### config.mk
export PLATFORM = sky130hd
export DESIGN_NAME = nn_host_sequencer_flat
export DESIGN_NICKNAME = d
export VERILOG_FILES = /design/src/rtl/nn_host_sequencer_if.sv /design/src/rtl/nn_host_sequencer.sv /design/src/flat_wrapper.sv
export SDC_FILE = /design/constraint.sdc
export NUM_CORES = 1
export LEC_CHECK = 0
export BUFFER_PORTS_ARGS = -buffer_cell sky130_fd_sc_hd__buf_4
export CAP_MARGIN = 0
export CORE_MARGIN = 3
export CORE_UTILIZATION = 49
export DETAILED_ROUTE_END_ITERATION = 16
export MAX_ROUTING_LAYER = met4
export PLACE_DENSITY = 0.76
export REMOVE_ABC_BUFFERS = 1
export SLEW_MARGIN = 15
export SYNTH_ARGS = -nofsm -noshare
export SYNTH_HDL_FRONTEND = slang
export SYNTH_SLANG_ARGS = --single-unit
### constraint.sdc
create_clock -name clk -period 2.57 [get_ports clk]
set_input_delay 0.1285 -clock clk [delete_from_list [all_inputs] [get_ports clk]]
set_output_delay 0.1285 -clock clk [all_outputs]
set_load 0.005 [all_outputs]
### src/rtl/nn_host_sequencer_if.sv
// Host command/response stream plus the NN memory-mapped port.
// master: the sequencer; slave: host and NN side.
interface nn_host_sequencer_if #(
  parameter int MM_DEPTH = 16,
  parameter int MM_SIZE  = 16,
  parameter int Q_SIZE   = 16
);
  logic                cmd_valid;
  logic                cmd_ready;
  logic [1:0]          cmd_op;
  logic [MM_DEPTH-1:0] cmd_addr;
  logic [MM_SIZE-1:0]  cmd_data;
  logic                rsp_valid;
  logic                rsp_ready;
  logic [Q_SIZE-1:0]   rsp_data;
  logic                rsp_error;
  logic                nn_write_enable;
  logic [MM_DEPTH-1:0] nn_write_addr;
  logic [MM_SIZE-1:0]  nn_write_data;
  logic [MM_DEPTH-1:0] nn_read_addr;
  logic [Q_SIZE-1:0]   nn_read_data;
  logic                nn_busy;

  modport master (
    input  cmd_valid, cmd_op, cmd_addr, cmd_data,
    input  rsp_ready, nn_read_data, nn_busy,
    output cmd_ready, rsp_valid, rsp_data, rsp_error,
    output nn_write_enable, nn_write_addr,
    output nn_write_data, nn_read_addr
  );

  modport slave (
    output cmd_valid, cmd_op, cmd_addr, cmd_data,
    output rsp_ready, nn_read_data, nn_busy,
    input  cmd_ready, rsp_valid, rsp_data, rsp_error,
    input  nn_write_enable, nn_write_addr,
    input  nn_write_data, nn_read_addr
  );
endinterface

### src/rtl/nn_host_sequencer.sv
// Host-side initiator for the NN memory-mapped port.
// Turns WRITE/READ/WAIT commands into strobes, timed reads, busy polls.
module nn_host_sequencer #(
  parameter int MM_DEPTH     = 16,
  parameter int MM_SIZE      = 16,
  parameter int Q_SIZE       = 16,
  parameter int READ_LATENCY = 2,
  parameter int BUSY_GUARD   = 2,
  parameter int TIMEOUT      = 1024
) (
  input logic               clk,
  input logic               reset,
  nn_host_sequencer_if.master bus
);
  localparam int MAX_A =
    (READ_LATENCY > BUSY_GUARD) ? READ_LATENCY : BUSY_GUARD;
  localparam int MAX_V = (MAX_A > TIMEOUT) ? MAX_A : TIMEOUT;
  localparam int CW = $clog2(MAX_V + 1);

  localparam logic [CW-1:0] RD_LAST = CW'(READ_LATENCY - 1);
  localparam logic [CW-1:0] GD_LAST = CW'(BUSY_GUARD - 1);
  localparam logic [CW-1:0] TO_LAST = CW'(TIMEOUT - 1);
  localparam logic [CW-1:0] ONE     = CW'(1);

  typedef enum logic [2:0] {
    S_IDLE,
    S_WRITE,
    S_READ,
    S_WAIT_GUARD,
    S_WAIT_BUSY,
    S_RESP
  } state_t;

  state_t              r_state, w_state;
  logic [CW-1:0]       r_cnt, w_cnt;
  logic                r_cmd_ready, w_cmd_ready;
  logic                r_rsp_valid, w_rsp_valid;
  logic [Q_SIZE-1:0]   r_rsp_data, w_rsp_data;
  logic                r_rsp_error, w_rsp_error;
  logic                r_we, w_we;
  logic [MM_DEPTH-1:0] r_waddr, w_waddr;
  logic [MM_SIZE-1:0]  r_wdata, w_wdata;
  logic [MM_DEPTH-1:0] r_raddr, w_raddr;

  assign bus.cmd_ready       = r_cmd_ready;
  assign bus.rsp_valid       = r_rsp_valid;
  assign bus.rsp_data        = r_rsp_data;
  assign bus.rsp_error       = r_rsp_error;
  assign bus.nn_write_enable = r_we;
  assign bus.nn_write_addr   = r_waddr;
  assign bus.nn_write_data   = r_wdata;
  assign bus.nn_read_addr    = r_raddr;

  // Next state, counter and response payload.
  always_comb begin
    w_state     = r_state;
    w_cnt       = r_cnt;
    w_rsp_data  = r_rsp_data;
    w_rsp_error = r_rsp_error;
    case (r_state)
      S_IDLE: begin
        if (bus.cmd_valid) begin
          w_cnt = '0;
          case (bus.cmd_op)
            2'b00: w_state = S_WRITE;
            2'b01: w_state = S_READ;
            2'b10: w_state = (BUSY_GUARD == 0) ?
                             S_WAIT_BUSY : S_WAIT_GUARD;
            default: begin
              w_state     = S_RESP;
              w_rsp_data  = '0;
              w_rsp_error = 1'b1;
            end
          endcase
        end
      end
      S_WRITE: w_state = S_IDLE;
      S_READ: begin
        if (r_cnt == RD_LAST) begin
          w_state     = S_RESP;
          w_rsp_data  = bus.nn_read_data;
          w_rsp_error = 1'b0;
        end else begin
          w_cnt = r_cnt + ONE;
        end
      end
      S_WAIT_GUARD: begin
        if (r_cnt == GD_LAST) begin
          w_state = S_WAIT_BUSY;
          w_cnt   = '0;
        end else begin
          w_cnt = r_cnt + ONE;
        end
      end
      S_WAIT_BUSY: begin
        if (!bus.nn_busy) begin
          w_state     = S_RESP;
          w_rsp_data  = '0;
          w_rsp_error = 1'b0;
        end else if (r_cnt == TO_LAST) begin
          w_state     = S_RESP;
          w_rsp_data  = '0;
          w_rsp_error = 1'b1;
        end else begin
          w_cnt = r_cnt + ONE;
        end
      end
      S_RESP: begin
        if (bus.rsp_ready) begin
          w_state     = S_IDLE;
          w_rsp_data  = '0;
          w_rsp_error = 1'b0;
        end
      end
      default: w_state = S_IDLE;
    endcase
  end

  // Registered outputs decoded from the next state.
  // WRITE is only entered from IDLE, so the bus still holds the command.
  always_comb begin
    w_cmd_ready = (w_state == S_IDLE);
    w_rsp_valid = (w_state == S_RESP);
    w_we        = (w_state == S_WRITE);
    w_waddr     = w_we ? bus.cmd_addr : '0;
    w_wdata     = w_we ? bus.cmd_data : '0;
    w_raddr     = '0;
    if (w_state == S_READ) begin
      w_raddr = (r_state == S_READ) ? r_raddr : bus.cmd_addr;
    end
  end

  // State, counter and output registers.
  always_ff @(posedge clk or posedge reset) begin
    if (reset) begin
      r_state     <= S_IDLE;
      r_cnt       <= '0;
      r_cmd_ready <= 1'b1;
      r_rsp_valid <= 1'b0;
      r_rsp_data  <= '0;
      r_rsp_error <= 1'b0;
      r_we        <= 1'b0;
      r_waddr     <= '0;
      r_wdata     <= '0;
      r_raddr     <= '0;
    end else begin
      r_state     <= w_state;
      r_cnt       <= w_cnt;
      r_cmd_ready <= w_cmd_ready;
      r_rsp_valid <= w_rsp_valid;
      r_rsp_data  <= w_rsp_data;
      r_rsp_error <= w_rsp_error;
      r_we        <= w_we;
      r_waddr     <= w_waddr;
      r_wdata     <= w_wdata;
      r_raddr     <= w_raddr;
    end
  end
endmodule
### src/flat_wrapper.sv
// flat-port wrapper written by rule: the top's interface ports become plain ports
module nn_host_sequencer_flat 
#(
  parameter int MM_DEPTH     = 16,
  parameter int MM_SIZE      = 16,
  parameter int Q_SIZE       = 16,
  parameter int READ_LATENCY = 2,
  parameter int BUSY_GUARD   = 2,
  parameter int TIMEOUT      = 1024
)
  (clk, reset, bus_cmd_valid, bus_cmd_op, bus_cmd_addr, bus_cmd_data, bus_rsp_ready, bus_nn_read_data, bus_nn_busy, bus_cmd_ready, bus_rsp_valid, bus_rsp_data, bus_rsp_error, bus_nn_write_enable, bus_nn_write_addr, bus_nn_write_data, bus_nn_read_addr);
  nn_host_sequencer_if #(.MM_DEPTH(MM_DEPTH), .MM_SIZE(MM_SIZE), .Q_SIZE(Q_SIZE)) bus_i ();
  input logic clk;
  input logic reset;
  input wire logic [$bits(bus_i.cmd_valid)-1:0] bus_cmd_valid;
  input wire logic [$bits(bus_i.cmd_op)-1:0] bus_cmd_op;
  input wire logic [$bits(bus_i.cmd_addr)-1:0] bus_cmd_addr;
  input wire logic [$bits(bus_i.cmd_data)-1:0] bus_cmd_data;
  input wire logic [$bits(bus_i.rsp_ready)-1:0] bus_rsp_ready;
  input wire logic [$bits(bus_i.nn_read_data)-1:0] bus_nn_read_data;
  input wire logic [$bits(bus_i.nn_busy)-1:0] bus_nn_busy;
  output wire logic [$bits(bus_i.cmd_ready)-1:0] bus_cmd_ready;
  output wire logic [$bits(bus_i.rsp_valid)-1:0] bus_rsp_valid;
  output wire logic [$bits(bus_i.rsp_data)-1:0] bus_rsp_data;
  output wire logic [$bits(bus_i.rsp_error)-1:0] bus_rsp_error;
  output wire logic [$bits(bus_i.nn_write_enable)-1:0] bus_nn_write_enable;
  output wire logic [$bits(bus_i.nn_write_addr)-1:0] bus_nn_write_addr;
  output wire logic [$bits(bus_i.nn_write_data)-1:0] bus_nn_write_data;
  output wire logic [$bits(bus_i.nn_read_addr)-1:0] bus_nn_read_addr;
  assign bus_i.cmd_valid = bus_cmd_valid;
  assign bus_i.cmd_op = bus_cmd_op;
  assign bus_i.cmd_addr = bus_cmd_addr;
  assign bus_i.cmd_data = bus_cmd_data;
  assign bus_i.rsp_ready = bus_rsp_ready;
  assign bus_i.nn_read_data = bus_nn_read_data;
  assign bus_i.nn_busy = bus_nn_busy;
  assign bus_cmd_ready = bus_i.cmd_ready;
  assign bus_rsp_valid = bus_i.rsp_valid;
  assign bus_rsp_data = bus_i.rsp_data;
  assign bus_rsp_error = bus_i.rsp_error;
  assign bus_nn_write_enable = bus_i.nn_write_enable;
  assign bus_nn_write_addr = bus_i.nn_write_addr;
  assign bus_nn_write_data = bus_i.nn_write_data;
  assign bus_nn_read_addr = bus_i.nn_read_addr;
  nn_host_sequencer #(.MM_DEPTH(MM_DEPTH), .MM_SIZE(MM_SIZE), .Q_SIZE(Q_SIZE), .READ_LATENCY(READ_LATENCY), .BUSY_GUARD(BUSY_GUARD), .TIMEOUT(TIMEOUT)) u_core (.clk(clk), .reset(reset), .bus(bus_i));
endmodule
==> impl_metrics.json <==
{
  "worst_skew_pair_latency_ns": 0.34,
  "fraction_of_layout_instances_using_a_drive_strength_above_1_pct": 33.5,
  "synth_largest_type_area_fraction_pct": 59.9,
  "clock_tree.root_cell": "sky130_fd_sc_hd__clkbuf_8",
  "number_of_cells_produced_by_synthesis": 302,
  "grt-busiest-layer": "met2",
  "fin_tns_setup_ns": 0,
  "muxShareOfSynthArea_pct": 0.924,
  "layoutNonFillerInstCount": 545,
  "placement_rows": 29,
  "number_of_buffers_inserted_during_clock_tree_synthesis": 9,
  "worst-path-max-fanout": 12,
  "buffer_ports.inserted": 122,
  "route.vias.total": 2876,
  "cp_data_arrival_time_ns": 2.62,
  "critical_path_class": "reg2reg",
  "synth-seq-cells": 82,
  "wl_um": 8720,
  "syn_avg_cell_area_sq_um": 11.2,
  "dpl_hpwl_um": 5970,
  "grt_setup_unrepaired": "false",
  "avg_vias_per_cell": 5.28,
  "critPathRequiredTime_ns": 2.85,
  "io_pins": 123,
  "worst-r2r-cell-count": 7,
  "dieWidth_um": 89.1,
  "drt-wirelength-per-cell_um": 16.0,
  "fmax_mhz": 426,
  "leakagePower_nw": 2.50,
  "count_of_endpoints_failing_setup_in_the_final_report": 0,
  "cap_viol_max_count": 0,
  "detailedRoute.firstPassIterationCount": 4,
  "synth-warning-count": 0,
  "number_of_global_route_vias_before_repair": 2774,
  "yosys-top-cells-area": "sky130_fd_sc_hd__dfrtp_1 60%, sky130_fd_sc_hd__and2_1 6.3%, sky130_fd_sc_hd__nand2_1 4.8%",
  "synth_seq_area_share_pct": 60.6,
  "synth_async_sr_flop_share_pct": 100,
  "min_delay_path_depth": 2,
  "design.core.area_sq_mm": 0.00653,
  "antenna_found_initial": 0,
  "route.antenna.remaining_nets": 0,
  "cts-htree-levels": 3,
  "grt_start_max_net_pins": 40,
  "synth-edff-count": 0,
  "post-route-worst-setup-slack_ns": 0.224,
  "critical_path.endpoint_type": "flip-flop",
  "met3_routing_resource_usage_after_global_routing_pct": 3.50,
  "placed_cells": 497,
  "cts_num_sinks": 82,
  "grt.overflow.total": 0,
  "yosys.area_share.adder_pct": 1.48,
  "grt_pass1_wl_um": 13300,
  "vdd_ir_drop_max_v": 0.000501,
  "layout_worst_path_cycle_share_pct": 91.3,
  "cp-start-kind": "flip-flop",
  "initial_core_util_pct": 51.8,
  "power_density_relative_to_cell_area_mw_per_mm2": 888,
  "final_net_count": 522,
  "worst_slew_margin_rel_pct": 55.3,
  "synthToLayoutAreaGrowth_pct": 44.9,
  "count_of_unresolved_drc_violations_after_routing": 0,
  "met2_track_utilization_from_global_routing_pct": 37.0,
  "die-area_sq_mm": 0.00794,
  "chipHeight_um": 89.1,
  "groute.usage.overall_pct": 22.6,
  "setup_skew_after_layout_ns": 0.00773,
  "drt_iter0_drc": 119,
  "timing.final.hold_violations": 0,
  "grt_util_met1_pct": 28.6,
  "worst_slew_pin_slew_ns": 0.668,
  "report.final.slew_viol_count": 0,
  "post-route-min-period_ns": 2.35,
  "run_status": "finished, final reports clean",
  "antenna_cells": 0,
  "post_synthesis_compound_gate_area_fraction_pct": 15.5,
  "post_synth_instance_area_sq_mm": 0.00339,
  "max-clock-path-buffers": 2,
  "synth_top_family_by_area": "simple AND/OR/NAND/NOR gates",
  "dp_slack_ns": 0.266,
  "hold_path_class": "in2reg",
  "gpl.final_weighted_congestion": 0.857,
  "synth_xor_xnor_area_share_pct": 0.259,
  "path_clk_slew_ns": 0.08,
  "synthFlopType": "sky130_fd_sc_hd__dfrtp_1",
  "clock_tree_from_tritoncts": "built",
  "post_synth_num_cell_types": 47,
  "synth-simple-area-share_pct": 17.8,
  "yosysTopAreaCell": "sky130_fd_sc_hd__dfrtp_1"
}
sequential cells by signal, summed over array words and instances (netlist names):
name / cells
u_core.bus.nn_write_data: 16
u_core.bus.nn_write_enable: 1
u_core.bus.rsp_valid: 1
u_core.bus.nn_read_addr: 16
u_core.bus.nn_write_addr: 16
u_core.r_state: 3
u_core.bus.cmd_ready: 1
u_core.bus.rsp_error: 1
u_core.bus.rsp_data: 16
u_core.r_cnt: 11
worst max-delay path: stages (launching register included):
cell and delay (ns):
sky130_fd_sc_hd__dfrtp_1 0.43, sky130_fd_sc_hd__ha_1 0.23, sky130_fd_sc_hd__nand3_2 0.17, sky130_fd_sc_hd__o41ai_2 0.42
sky130_fd_sc_hd__a21oi_1 0.19, sky130_fd_sc_hd__and4b_2 0.49, sky130_fd_sc_hd__buf_4 0.21, sky130_fd_sc_hd__and2_1 0.14
synth_stat cells, types with 4 or more instances:
| library cell | number |
|---|---|
| sky130_fd_sc_hd__dfrtp_1 | 81 |
| sky130_fd_sc_hd__nand2_1 | 43 |
| sky130_fd_sc_hd__and2_1 | 34 |
| sky130_fd_sc_hd__a21oi_1 | 25 |
| sky130_fd_sc_hd__o21ai_0 | 20 |
| sky130_fd_sc_hd__a22o_1 | 16 |
| sky130_fd_sc_hd__nor2_1 | 9 |
| sky130_fd_sc_hd__inv_1 | 6 |
| sky130_fd_sc_hd__nand3_1 | 6 |
| sky130_fd_sc_hd__clkbuf_1 | 5 |
| sky130_fd_sc_hd__buf_2 | 4 |
| sky130_fd_sc_hd__buf_6 | 4 |
| sky130_fd_sc_hd__ha_1 | 4 |
| sky130_fd_sc_hd__nand2b_1 | 4 |
final cells by class:
type                       count  area (sq um)
timing repair buffer         164          1310
inverter                       6          23.8
clock buffer                  11           141
fill                         431          1630
sequential                    82          2050
tap                           77          96.3
clock inverter                 5          61.3
multi-input combinational    200          1220
report_power, final:
| part | switching, W | total [W] | internal [W] |
|---|---|---|---|
| clock network | 0.000464 | 0.000943 | 0.000479 |
| registers | 0.000185 | 0.00177 | 0.00159 |
| logic | 0.000821 | 0.00164 | 0.000819 |
| total | 0.00147 | 0.00435 | 0.00288 |
placed cells by master (no fill, tap or decap), drive strengths merged, types with 4 or more instances in the layout:
master / count
o21ai: 21
nand3: 7
a21oi: 25
nor2: 9
a22o: 16
nand2b: 4
clkbuf: 11
ha: 4
buf: 132
and2: 34
dfrtp: 81
inv: 6
nand2: 43
dlygate4sd3: 32
layer usage:
metal,share of wire [%],wire (um)
met2,50,4390
met5,0,0
met4,1.1,97
met3,6.8,595
met1,42,3640
logic make-up after synthesis:
family / Yosys count
multiplexers: 3
flip-flops: 82
XOR/XNOR: 1
adder cells (fa/ha/maj): 4
AO/OA/AOI/OAI: 79
AND/OR/NAND/NOR: 113
buffers and inverters: 20
worst paths after layout:
path / start / endpoint / slack, ns
hold reg to reg: u_core.bus.rsp_data[12]$_DFFE_PP0P_ / u_core.bus.rsp_data[12]$_DFFE_PP0P_ / 0.50
min in group asynchronous: reset / u_core.bus.nn_write_addr[3]$_DFF_PP0_ / 0.42
hold / removal: bus_nn_read_data[6] / u_core.bus.rsp_data[6]$_DFFE_PP0P_ / 0.02
setup / recovery: u_core.r_cnt[0]$_DFFE_PP0P_ / u_core.bus.nn_write_addr[1]$_DFF_PP0_ / 0.22
max in group asynchronous: reset / u_core.bus.rsp_data[0]$_DFFE_PP0P_ / 1.40
setup reg to reg: u_core.r_cnt[0]$_DFFE_PP0P_ / u_core.bus.nn_write_addr[1]$_DFF_PP0_ / 0.22
what timing repair did:
action / 4_1_cts / 5_1_grt
gates resized for setup: 0 / 0
hold buffers: 32 / 0
setup endpoints to repair: 0 / 0
buffers inserted: 0 / 0
hold endpoints to repair: 68 / 0
metrics by stage:
step | instance area, sq um | utilization (%) | hold slack, ns | total power (W)
floorplan | 3290 | - | 0.257 | 0.00256
global placement | 4380 | 67.1 | 0.229 | 0.00334
detailed placement | 4380 | 67.1 | 0.239 | 0.00339
CTS | 4910 | 75.1 | 0.00355 | 0.00437
global route | 4910 | 75.1 | 0.0109 | 0.00462
finish | 4910 | 75.1 | 0.0214 | 0.00435
Power figures use the tool's default switching activity.
